File: config.mk
export PLATFORM = sky130hd
export DESIGN_NAME = param_delay_line
export DESIGN_NICKNAME = d
export VERILOG_FILES = /design/src/rtl/param_delay_line.sv
export SDC_FILE = /design/constraint.sdc
export NUM_CORES = 1
export LEC_CHECK = 0
export BUFFER_PORTS_ARGS = -buffer_cell sky130_fd_sc_hd__buf_4
export CORE_MARGIN = 2
export CORE_UTILIZATION = 51
export CTS_BUF_LIST = sky130_fd_sc_hd__clkbuf_4 sky130_fd_sc_hd__clkbuf_8 sky130_fd_sc_hd__clkbuf_16
export CTS_CLUSTER_DIAMETER = 30
export DETAILED_ROUTE_END_ITERATION = 16
export GPL_TIMING_DRIVEN = 1
export PLACE_DENSITY = 0.86
export SYNTH_ARGS = -nofsm -noshare
export SYNTH_HDL_FRONTEND = slang
export SYNTH_SLANG_ARGS = --single-unit
File: constraint.sdc
create_clock -name clk -period 1.77 [get_ports clk]
set_input_delay 0.177 -clock clk [delete_from_list [all_inputs] [get_ports clk]]
set_output_delay 0.177 -clock clk [all_outputs]
set_load 0.02 [all_outputs]
File: src/rtl/param_delay_line.sv
// rtl/param_delay_line.sv - stallable fixed-latency two-channel delay line with valid and occupancy
module param_delay_line #(
  parameter int SIZE  = 8,
  parameter int DEPTH = 4,
  parameter int MODE  = 0,
  localparam int SIZETWO = SIZE - 2,
  localparam int CNT_W   = $clog2(DEPTH + 1)
) (
  input  logic               clk,
  input  logic               reset_n,
  input  logic               en,
  input  logic               flush,
  input  logic               in_valid,
  input  logic [SIZE-1:0]    in1,
  input  logic [SIZETWO-1:0] in2,
  output logic               out_valid,
  output logic [SIZE-1:0]    out1,
  output logic [SIZETWO-1:0] out2,
  output logic [CNT_W-1:0]   level
);

  localparam int DW = SIZE + SIZETWO;

  logic [DW-1:0]    data_q [DEPTH];
  logic [DEPTH-1:0] valid_q;
  logic [DW-1:0]    stage0_d;
  logic [CNT_W-1:0] level_next;

  // Stage-0 load value: MODE=1 loads zero for bubbles so idle stages carry no stale data
  always_comb begin
    stage0_d = {in1, in2};
    if (MODE == 1 && !in_valid) stage0_d = '0;
  end

  // Occupancy moves by one per sample entering or leaving the last stage
  always_comb begin
    level_next = level + CNT_W'(in_valid) - CNT_W'(valid_q[DEPTH-1]);
  end

  // Data stages: flush only clears data in MODE=1, stall holds everything
  always_ff @(posedge clk or negedge reset_n) begin
    if (!reset_n) begin
      for (int k = 0; k < DEPTH; k++) data_q[k] <= '0;
    end else if (flush) begin
      if (MODE == 1) begin
        for (int k = 0; k < DEPTH; k++) data_q[k] <= '0;
      end
    end else if (en) begin
      data_q[0] <= stage0_d;
      for (int k = 1; k < DEPTH; k++) data_q[k] <= data_q[k-1];
    end
  end

  // Valid bits travel alongside the data; flush discards all in-flight samples
  always_ff @(posedge clk or negedge reset_n) begin
    if (!reset_n) begin
      valid_q <= '0;
    end else if (flush) begin
      valid_q <= '0;
    end else if (en) begin
      valid_q[0] <= in_valid;
      for (int k = 1; k < DEPTH; k++) valid_q[k] <= valid_q[k-1];
    end
  end

  // Registered occupancy count, updated only on shift edges
  always_ff @(posedge clk or negedge reset_n) begin
    if (!reset_n) begin
      level <= '0;
    end else if (flush) begin
      level <= '0;
    end else if (en) begin
      level <= level_next;
    end
  end

  assign out_valid    = valid_q[DEPTH-1];
  assign {out1, out2} = data_q[DEPTH-1];

  // The incremental count must always agree with the actual number of valid stages
  level_matches_popcount: assert property (
    @(posedge clk) disable iff (!reset_n) level == CNT_W'($countones(valid_q))
  );

endmodule
Word level (Yosys, flattened, before mapping)
Cells that the tools add are included. Widths: inputs -> output; s select.

Bits in registers: 63. Latch bits: 0. RAM bits: 0. Bits in read-only memories: 0. Bits of input ports: 19. Output and inout port bits: 18. Logic and storage cells: 15. Memories kept: 0.

$add $sub $neg: 2. Multipliers: 0. Div/mod/pow operators: 0. $lt $le $gt $ge: 0. Equal/unequal tests: 0. Shift-type cells: 0. Mux-type cells: 4. Bitwise operators: 1. Reductions and logical operators: 2.

Operator list (number): $mux 4 (2); $mux 3 (2); $add 3x1->3 (1); $sub 3x1->3 (1); $reduce_and 2->1 (1); $reduce_bool 2->1 (1); $not 1->1 (1).

Depth between registers and ports, before layout
Gate-level depths: netlist (run 1).

Word-level depth: 4. Depth in mapped cells: 9.

Worst setup path after synthesis (run 1)
OpenSTA, ideal clock, no wires.

Path kind: reg-to-reg. Start point: register level[0]. End point: register level[2]. Setup time: 120 ps. Arrival: 1789 ps. Data required time: 1650 ps. Slack: -139 ps. Stages on the path, launching flop included: 10. Cells stage by stage: dfrtp_1 -> inv_1 -> ha_1 -> inv_1 -> ha_1 -> inv_1 -> fa_1 -> xor2_1 -> a21oi_1 -> a31o_2.

Word-level cells in the longest chain between the ends: 4.

RTL lines: start, declared (RTL line 19) `output logic [CNT_W-1:0] level`; start signal, assigned (RTL line 73) `level <= level_next;`; $add 3x1->3 (RTL line 37) `level_next = level + CNT_W'(in_valid) - CNT_W'(valid_q[DEPTH-1]);`; $sub 3x1->3 (RTL line 37); $mux 3 (RTL line 72) `end else if (en) begin`; $mux 3 (RTL line 70) `end else if (flush) begin`.

No other way between the ends. The select of a mux whose other input is x is not followed. A chain may end at the register's enable or synchronous reset.

Final worst setup path (run 1)
Ends and elaborated chain as after synthesis.

==> out/qor.txt, run 1 <==
P_leak - 0.001604 uW
Clock skew - 0.005519 ns
Synthesized flop and latch total - 63
WS Path Type - flop to flop
Most frequent cell after synthesis - dfrtp_1
DR WL/cell - 14.36 microns
HPWL Detailed - 2598 microns
RSZ-0062 raised after global routing - true
Post-synth top cells - dfrtp_1 (63), mux2_4 (40), mux2_2 (16), buf_4 (15), nor2_1 (7)
Drt via density - 4.833
Layout cells sized above 1 - 61.31%
# port buffers - 36
Yosys warnings - 0
Clock tree buffer depth - 2
Area grow syn2layout - 15.78%
Setup ws final - -0.004303 ns
Final setup violation count - 1
Die area - 0.006030 sq mm
Placed inst area - 0.002984 sq mm
Synth area leader - dfrtp_1
CTS H-tree lvls - 3
Chip Height - 77.65 microns
Ranking of synthesized cells by area - dfrtp_1 (57%), mux2_4 (22%), mux2_2 (6.5%)
CTS tree - built
Worst vdd ir - 0.0005716 V
Crit Path Max Fanout - 2
Hold slack - 0.07738 ns
Max-slew violation count - 0
CP required - 1.98 ns
Max-Cap Viols - 0
Final worst path period share - 100.2%
Path depth of the worst reg2reg path - 9
Final Power - 4171 uW
Yosys cell types - 17
Layout Nets - 219
Placer Congestion - 0.7043
Highest Clock Rate - 563.6 MHz
Setup TNS - -0.004303 ns
Tot GR Track Use - 14.80%
Starting DRT DRC Count - 68
Synth Instances - 166
First-pass GRT wire length - 6734 microns
Core footprint - 0.005172 sq mm
Slew headroom - 75.18%
Clock sinks - 63
Root Buffer - clkbuf_8
Worst Hold Class - input pin to flop
Fill cells - 379
Worst path slowest cell - dfrtp_2
Drt drc - 0
Worst-skew pair later-pin latency - 0.32 ns
Status - finished with violations
Startpoint types - flop
Initial antenna violation count - 0
Routed Antenna Nets - 0
Final hold violations - 0
Setup bufs post-CTS - 0
Post-route minimum period - 1.774 ns
Worst path bufs/invs - 3
CP endpoint kind - flop
Power density over the cells - 1302 mW/mm^2
Mapped Area - 0.002766 sq mm
Overflow after GRT - 0
Worst Tran Pin Value - 0.3723 ns
Syn Area/Cell - 16.67 sq um
Post-synth EDFFs - 0
Worst path max stage delay - 0.40 ns
Die span in x - 77.65 microns
Drt pass-1 iters - 4
Seq/Total Area, Yosys - 56.99%
DP Cell Count - 255
Filler-free cell count of the finished design - 269
Rows - 26
IO Count - 37
Violated checks - negative setup slack
Main flop type after synthesis - dfrtp_1
Final instance area - 0.003203 sq mm
Diodes inserted - 0
Share of the synthesized area in the top cell type - 56.99%
CP arrival - 1.99 ns
Reg clk slew, reported paths - 0.06 ns
Synth async-reset ratio - 100.0%
Pin count of the biggest net entering global routing - 37
WP depth - 9
Vias - 1300
Starting Density - 53.48%
Worst path cell trace - inv_2, ha_4, inv_4, ha_4, inv_2, fa_2, xor2_2, a21oi_2, a31o_2
Number of global-route vias before repair - 1430
Worst hold stages - 2
Largest delay share family, worst path - adder cells
Num CTS Buffers - 9
Syn_nets - 188
Routed wire length - 3863 microns
cell families after synthesis:
logic type	Yosys count	synth area share [%]
AO/OA/AOI/OAI	2	0.4974
XOR/XNOR	1	0.3167
adder cells (fa/ha/maj)	3	1.628
buffers and inverters	26	8.503
flip-flops	63	56.99
multiplexers	62	30.39
AND/OR/NAND/NOR	9	1.674
metal layers:
| metal | part of all wire, % | GRT usage, % | wire [microns] |
|---|---|---|---|
| met5 | 0 | 0 | 0 |
| met4 | 0.78 | 6.964 | 30 |
| met3 | 3.6 | 5.000 | 140 |
| met2 | 51 | 23.45 | 1960 |
| met1 | 45 | 18.25 | 1732 |
stage by stage:
step / worst slack (ns) / utilization (%)
detailed placement: -0.03681 / 57.69
global route: -0.08408 / 61.93
floorplan: -0.05062 / -
finish: -0.004303 / 61.93
global placement: 0.0004301 / 57.69
CTS: -0.03136 / 61.71
power by group:
group	switching, uW	total [uW]	internal [uW]
combinational	410	1070	663
sequential	217	2030	1820
clock	469	1070	597
path summary, 6_finish.rpt:
| path | startpoint | endpoint | slack, ns |
|---|---|---|---|
| min | flush | level[1] | 0.08 |
| max reg2reg | level[0] | level[2] | -0.004 |
| min in group asynchronous | reset_n | out2[0] | 0.31 |
| max in group asynchronous | reset_n | data_q[35] | 0.95 |
| min reg2reg | data_q[15] | out2[1] | 0.51 |
| max | level[0] | level[2] | -0.004 |
layout by cell type (no fill, tap or decap), types with 2 or more instances in the layout:
master and count:
dfrtp_2 2, ha_4 2, buf_4 38, clkbuf_8 12, buf_12 3, dfrtp_1 61
mux2_4 40, mux2i_1 6, nor2_1 7, mux2_2 16, inv_2 2
what timing repair did:
item                                   in CTS  in global routing
hold buffers                                1                  0
pin swaps                                   4                  4
endpoints found under the hold margin      27                  0
setup endpoints to repair                   1                  1
resized for setup                           6                  2
final cells by class:
type	count	area (sq um)	area share [%]
clock buffers	12	165.2	5.156
well taps	70	87.58	2.734
repair buffers	42	355.3	11.09
multi-input cells	77	993.5	31.02
clock inverters	1	5.005	0.1563
flip-flops and latches	63	1579	49.30
inverters	4	17.52	0.5469
sequential cells by signal (all words and copies together) (netlist names):
signal and count:
data_q 42, out2 6, out1 8, level 3
valid_q 4
No activity file was read; power rests on OpenSTA's default activity.
==> run 2, diff against run 1 <==
- CORE_UTILIZATION: 51 -> 57
- PLACE_DENSITY: 0.86 -> 0.9
- clock period: 1.77 -> 1.67 ns (I/O delays scaled with it)
==> run 2 against run 1 <==
  * The flow still finishes with violations (negative setup slack)
  * Design area up 0.12%
  * Worst hold slack worse by 0.027 ns
  * Setup slack worse by 0.091 ns
  * Fmax up 0.51%
  * Critical path depth down 1
  * Sequential cell count unchanged
  * Critical path type unchanged
  * Largest cell class unchanged
  * Largest power group unchanged
==> out/qor.txt, run 2 (same netlist as run 1, synthesis figures left out) <==
Status - finished with violations
Violated checks - negative setup slack
Post-route minimum period - 1.765 ns
Crit Path Max Fanout - 2
CP arrival - 2.00 ns
Worst hold stages - 2
Setup ws final - -0.09523 ns
Worst path max stage delay - 0.43 ns
Setup bufs post-CTS - 0
Drt pass-1 iters - 4
Largest delay share family, worst path - adder cells
P_leak - 0.001617 uW
WP depth - 8
Hold slack - 0.05005 ns
Routed Antenna Nets - 0
Area of the multi-input gates - 993.5 sq um
Worst Hold Class - input pin to flop
Die area - 0.005427 sq mm
Slew headroom - 78.79%
Chip Height - 73.67 microns
Sw frac - 27.15%
Area grow syn2layout - 15.92%
Initial antenna violation count - 0
Die span in x - 73.67 microns
Layout Nets - 219
Root Buffer - clkbuf_8
Worst path bufs/invs - 2
Pint - 3320 uW
Tot GR Track Use - 17.23%
Most common cell after layout, fill and taps aside - dfrtp_1
Drt drc - 0
Worst-skew pair later-pin latency - 0.34 ns
Commonest non-fill, non-tap cells in the layout - dfrtp_1 (61), mux2_4 (40), buf_4 (38)
Final hold violations - 0
Power density over the cells - 1421 mW/mm^2
Worst vdd ir - 0.0007645 V
Placer Congestion - 0.6999
HPWL Detailed - 2591 microns
Pin count of the biggest net entering global routing - 41
DR WL/cell - 15.78 microns
Worst Tran Pin Value - 0.3182 ns
Final Util - 68.35%
Clock sinks - 63
First-pass GRT wire length - 6548 microns
CP required - 1.90 ns
Final setup violation count - 2
Worst path cell trace - ha_4, inv_4, ha_4, inv_2, fa_2, xor2_2, a21oi_2, a31o_2
Vias - 1289
Placed inst area - 0.002964 sq mm
Starting Density - 58.96%
Part of the power in combinational logic - 25.2%
Number of global-route vias before repair - 1326
Core footprint - 0.004692 sq mm
Layout cells sized above 1 - 62.38%
Filler-free cell count of the finished design - 256
CP endpoint kind - flop
Part of the power in registers - 47.3%
Clock tree buffer depth - 2
Highest Clock Rate - 566.5 MHz
Final worst path period share - 105.7%
Reg clk slew, reported paths - 0.07 ns
CTS tree - built
Overflow after GRT - 0
Rows - 25
Startpoint types - flop
Path depth of the worst reg2reg path - 8
Clock skew - 0.005780 ns
Max-slew violation count - 0
Critical path's most frequent cell - ha_4
Register bank with the most flops - data_q
Worst path slowest cell - dfrtp_2
RSZ-0062 raised after global routing - true
IO Count - 37
Routed wire length - 4040 microns
Starting DRT DRC Count - 62
Register area - 0.001579 sq mm
Final instance area - 0.003207 sq mm
Diodes inserted - 0
Max FFs per register - 42
Switching Power - 1238 uW
DP Cell Count - 239
Drt via density - 5.035
# port buffers - 36
Num CTS Buffers - 9
Max-Cap Viols - 0
WS Path Type - flop to flop
Clock Power Share - 27.6%
Fill cells - 330
CTS H-tree lvls - 3
==> run 2: cell type report <==
| class | count | area share [%] |
|---|---|---|
| sequential | 63 | 49.24 |
| timing repair buffer | 42 | 11.08 |
| clock inverter | 3 | 0.4682 |
| clock buffer | 13 | 5.579 |
| multi-input combinational | 77 | 30.98 |
| inverter | 4 | 0.5462 |
| tap | 54 | 2.107 |
==> run 2: final timing paths <==
| check | start | to | slack [ns] |
|---|---|---|---|
| min reg2reg | data_q[27] | out1[7] | 0.50 |
| min | flush | level[0] | 0.05 |
| max in group asynchronous | reset_n | data_q[39] | 0.89 |
| min in group asynchronous | reset_n | out2[5] | 0.28 |
| max | valid_q[3] | level[2] | -0.1 |
| max reg2reg | valid_q[3] | level[2] | -0.1 |
==> run 2: timing repair <==
action / in CTS / in global routing
gates resized for setup: 7 / 2
endpoints found under the setup margin: 2 / 2
pin swaps: 4 / 3
endpoints found under the hold margin: 23 / 0
hold buffers: 1 / 0
==> run 2: power by group through the flow <==
stage	clock [uW]	combinational, uW	sequential [uW]
floorplan	0	1000	2100
global placement	0	1110	2150
detailed placement	0	1140	2180
CTS	1290	1160	2160
global route	1360	1220	2210
finish	1260	1150	2150
==> run 2: routing by layer <==
metal | track usage, % | vias up | part of all wire (%)
li1 | - | 616 | -
met1 | 22.70 | 639 | 47
met2 | 24.01 | 24 | 46
met3 | 5.898 | 10 | 3.4
met4 | 11.52 | 0 | 3.3
met5 | 0 | - | 0
==> run 2: metrics by stage <==
step | setup TNS (ns) | setup slack (ns) | power (uW)
final | -0.1210 | -0.09523 | 4557
after global routing | -0.2394 | -0.1451 | 4786
after CTS | -0.1827 | -0.1322 | 4607
after detailed placement | -0.2674 | -0.1846 | 3316
after global placement | -0.1001 | -0.09249 | 3257
after floorplan | -0.2293 | -0.1506 | 3102
==> run 2: worst reg2reg max path, delay by kind of cell (launching register included) <==
| kind | cells | cell delay [ns] |
|---|---|---|
| compound gates | 2 | 0.28 |
| xor+xnor | 1 | 0.17 |
| fa+ha+maj | 3 | 0.70 |
| buf+inv | 2 | 0.08 |
| flops | 1 | 0.43 |
==> run 3, diff against run 2 <==
- ABC_AREA: not set -> 1
- CORE_UTILIZATION: 57 -> 56
- GPL_ROUTABILITY_DRIVEN: not set -> 0
- PLACE_DENSITY: 0.9 -> 0.89
==> run 3 against run 2 <==
  * The run still ends with negative setup slack left
  * Utilization grew 1.1 points
  * Total power shrank 16%
  * Clock skew fell by 0.0021 ns
  * Worst hold slack improved by 0.017 ns
  * Die area fell by 4.9%
  * Largest power group unchanged
  * Count of clock-buffer cells in the layout is the same
  * Combinational power is 46% lower
  * Sequential cell count did not move
  * Critical path type unchanged
==> out/qor.txt, run 3 <==
Largest delay share family, worst path - adder cells
Area of the multi-input gates - 713.2 sq um
Share of the synthesized area in the top cell type - 61.19%
Overflow after GRT - 0
Clock sinks - 63
Drt pass-1 iters - 4
CTS H-tree lvls - 3
Syn Area/Cell - 9.577 sq um
Initial antenna violation count - 0
Register bank with the most flops - data_q
Num CTS Buffers - 9
Max-Cap Viols - 0
DP Cell Count - 331
Area grow syn2layout - 18.16%
Fill cells - 309
Rows - 24
HPWL Detailed - 2970 microns
Layout Nets - 314
Startpoint types - flop
Worst Tran Pin Value - 0.4626 ns
Final Util - 69.43%
Starting Density - 58.76%
Final setup violation count - 1
Routed wire length - 4858 microns
Ranking of synthesized cells by area - dfrtp_1 (61%), nand2_1 (6.8%), buf_4 (4.7%)
Core footprint - 0.004384 sq mm
Seq/Total Area, Yosys - 61.19%
Status - finished with violations
Starting DRT DRC Count - 142
Worst path bufs/invs - 2
Max-slew violation count - 0
Highest Clock Rate - 579.5 MHz
Root Buffer - clkbuf_8
Worst-skew pair later-pin latency - 0.33 ns
Main flop type after synthesis - dfrtp_1
Filler-free cell count of the finished design - 349
DR WL/cell - 13.92 microns
Drt drc - 0
Die area - 0.005159 sq mm
WS Path Type - flop to flop
Number of global-route vias before repair - 1844
CTS tree - built
Yosys warnings - 0
Post-route minimum period - 1.726 ns
Setup ws final - -0.05566 ns
Worst path cell trace - ha_4, inv_4, ha_4, inv_2, fa_2, nand2_2, nand2_2, nor2_2, nor2_1, nor2_1
Worst path max stage delay - 0.43 ns
Register area - 0.001579 sq mm
Synthesized flop and latch total - 63
CP endpoint kind - flop
Vias - 1781
Violated checks - negative setup slack
Worst vdd ir - 0.0006475 V
Diodes inserted - 0
Power density over the cells - 1265 mW/mm^2
Tot GR Track Use - 21.74%
Most frequent cell after synthesis - dfrtp_1
Crit Path Max Fanout - 3
Clock tree buffer depth - 2
First-pass GRT wire length - 8286 microns
Layout cells sized above 1 - 23.57%
Clock skew - 0.003712 ns
Chip Height - 71.83 microns
Commonest non-fill, non-tap cells in the layout - dfrtp_1 (61), nand2_1 (45), buf_4 (37)
Post-synth top cells - dfrtp_1 (63), nand2_1 (47), inv_1 (32), nor2_1 (27), a21oi_1 (23)
Max FFs per register - 42
RSZ-0062 raised after global routing - true
Reg clk slew, reported paths - 0.07 ns
# port buffers - 36
Worst path slowest cell - dfrtp_2
Synth area leader - dfrtp_1
IO Count - 37
Slew headroom - 69.16%
Mapped Area - 0.002576 sq mm
P_leak - 0.001567 uW
Most common cell after layout, fill and taps aside - dfrtp_1
Final worst path period share - 103.3%
CP arrival - 1.99 ns
Synth async-reset ratio - 100.0%
Die span in x - 71.83 microns
Syn_nets - 291
Worst Hold Class - input pin to flop
Synth Instances - 269
Pin count of the biggest net entering global routing - 64
Yosys cell types - 19
Drt via density - 5.103
Routed Antenna Nets - 0
CP required - 1.94 ns
Post-synth EDFFs - 0
Final hold violations - 0
-- run 3: changes by cell type in the layout (fill, tap and decap cells not counted), sizes merged, moves of 2 or more --
cell and delta:
o22ai +4, nand2 +48, nor2 +20, mux2 -56, nand2b -2, a21oi +22
o21ai +25, inv +29, nand3 +12, mux2i -6
-- run 3: where the power goes --
part	internal (uW)	switching, uW
Clock	823	548
Combinational	252	365
Sequential	1760	105
Total	2830	1020
-- run 3: cells by family (layout without fill, tap and decap cells) --
| family | count (synthesis) | count (layout) | share of synthesized area (%) |
|---|---|---|---|
| compound gates | 52 | 52 | 10.30 |
| buf+inv | 62 | 90 | 12.72 |
| flops | 63 | 63 | 61.19 |
| fa+ha+maj | 3 | 3 | 1.748 |
| simple gates | 89 | 89 | 14.04 |
-- run 3: tightest hold or removal path: stages --
cell	delay, ns
buf_4	0.08
nand3_1	0.07
nand2_1	0.06
-- run 3: metal layers --
| layer | global-route usage, % | routed length, microns |
|---|---|---|
| met5 | 0 | 0 |
| met4 | 15.09 | 131 |
| met3 | 5.767 | 208 |
| met2 | 32.92 | 2378 |
| met1 | 27.34 | 2140 |
-- run 3: cell type report --
class / instances / area share, %
sequential: 63 / 51.87
multi-input combinational: 144 / 23.43
timing repair buffer: 41 / 11.43
clock buffer: 13 / 5.672
inverter: 33 / 4.151
tap: 52 / 2.137
clock inverter: 3 / 1.315
-- run 3: through the flow --
step / setup slack [ns] / setup TNS, ns / instance area [sq um] / hold slack (ns) / power, uW
2_1_floorplan: -0.01245 / -0.01245 / 2581 / -0.1286 / 2316
3_3_place_gp: 0.04779 / 0 / 2773 / 0.1400 / 2436
3_5_place_dp: -0.1144 / -0.1144 / 2773 / 0.1568 / 2484
4_1_cts: -0.09650 / -0.09650 / 3030 / 0.05657 / 3876
5_1_grt: -0.1243 / -0.1243 / 3044 / 0.07426 / 4027
6_report: -0.05566 / -0.05566 / 3044 / 0.06736 / 3850
-- run 3: worst paths after layout --
path / startpoint / end / slack (ns) / cells after the start
worst max-delay path: valid_q[3] / level[2] / -0.06 / 10
worst min-delay path: in1[5] / data_q[53] / 0.07 / 3
worst max register to register: valid_q[3] / level[2] / -0.06 / 10
worst min register to register: out1[5] / out1[5] / 0.47 / 2
max in group asynchronous: reset_n / data_q[29] / 0.83 / 3
min in group asynchronous: reset_n / valid_q[0] / 0.34 / 2
-- run 3: repair_timing --
action / in CTS / in global routing
buffers inserted: 1 / 0
endpoints found under the setup margin: 2 / 2
gates resized for setup: 6 / 4
hold buffers: 1 / 0
pin swaps: 5 / 6
endpoints found under the hold margin: 35 / 0
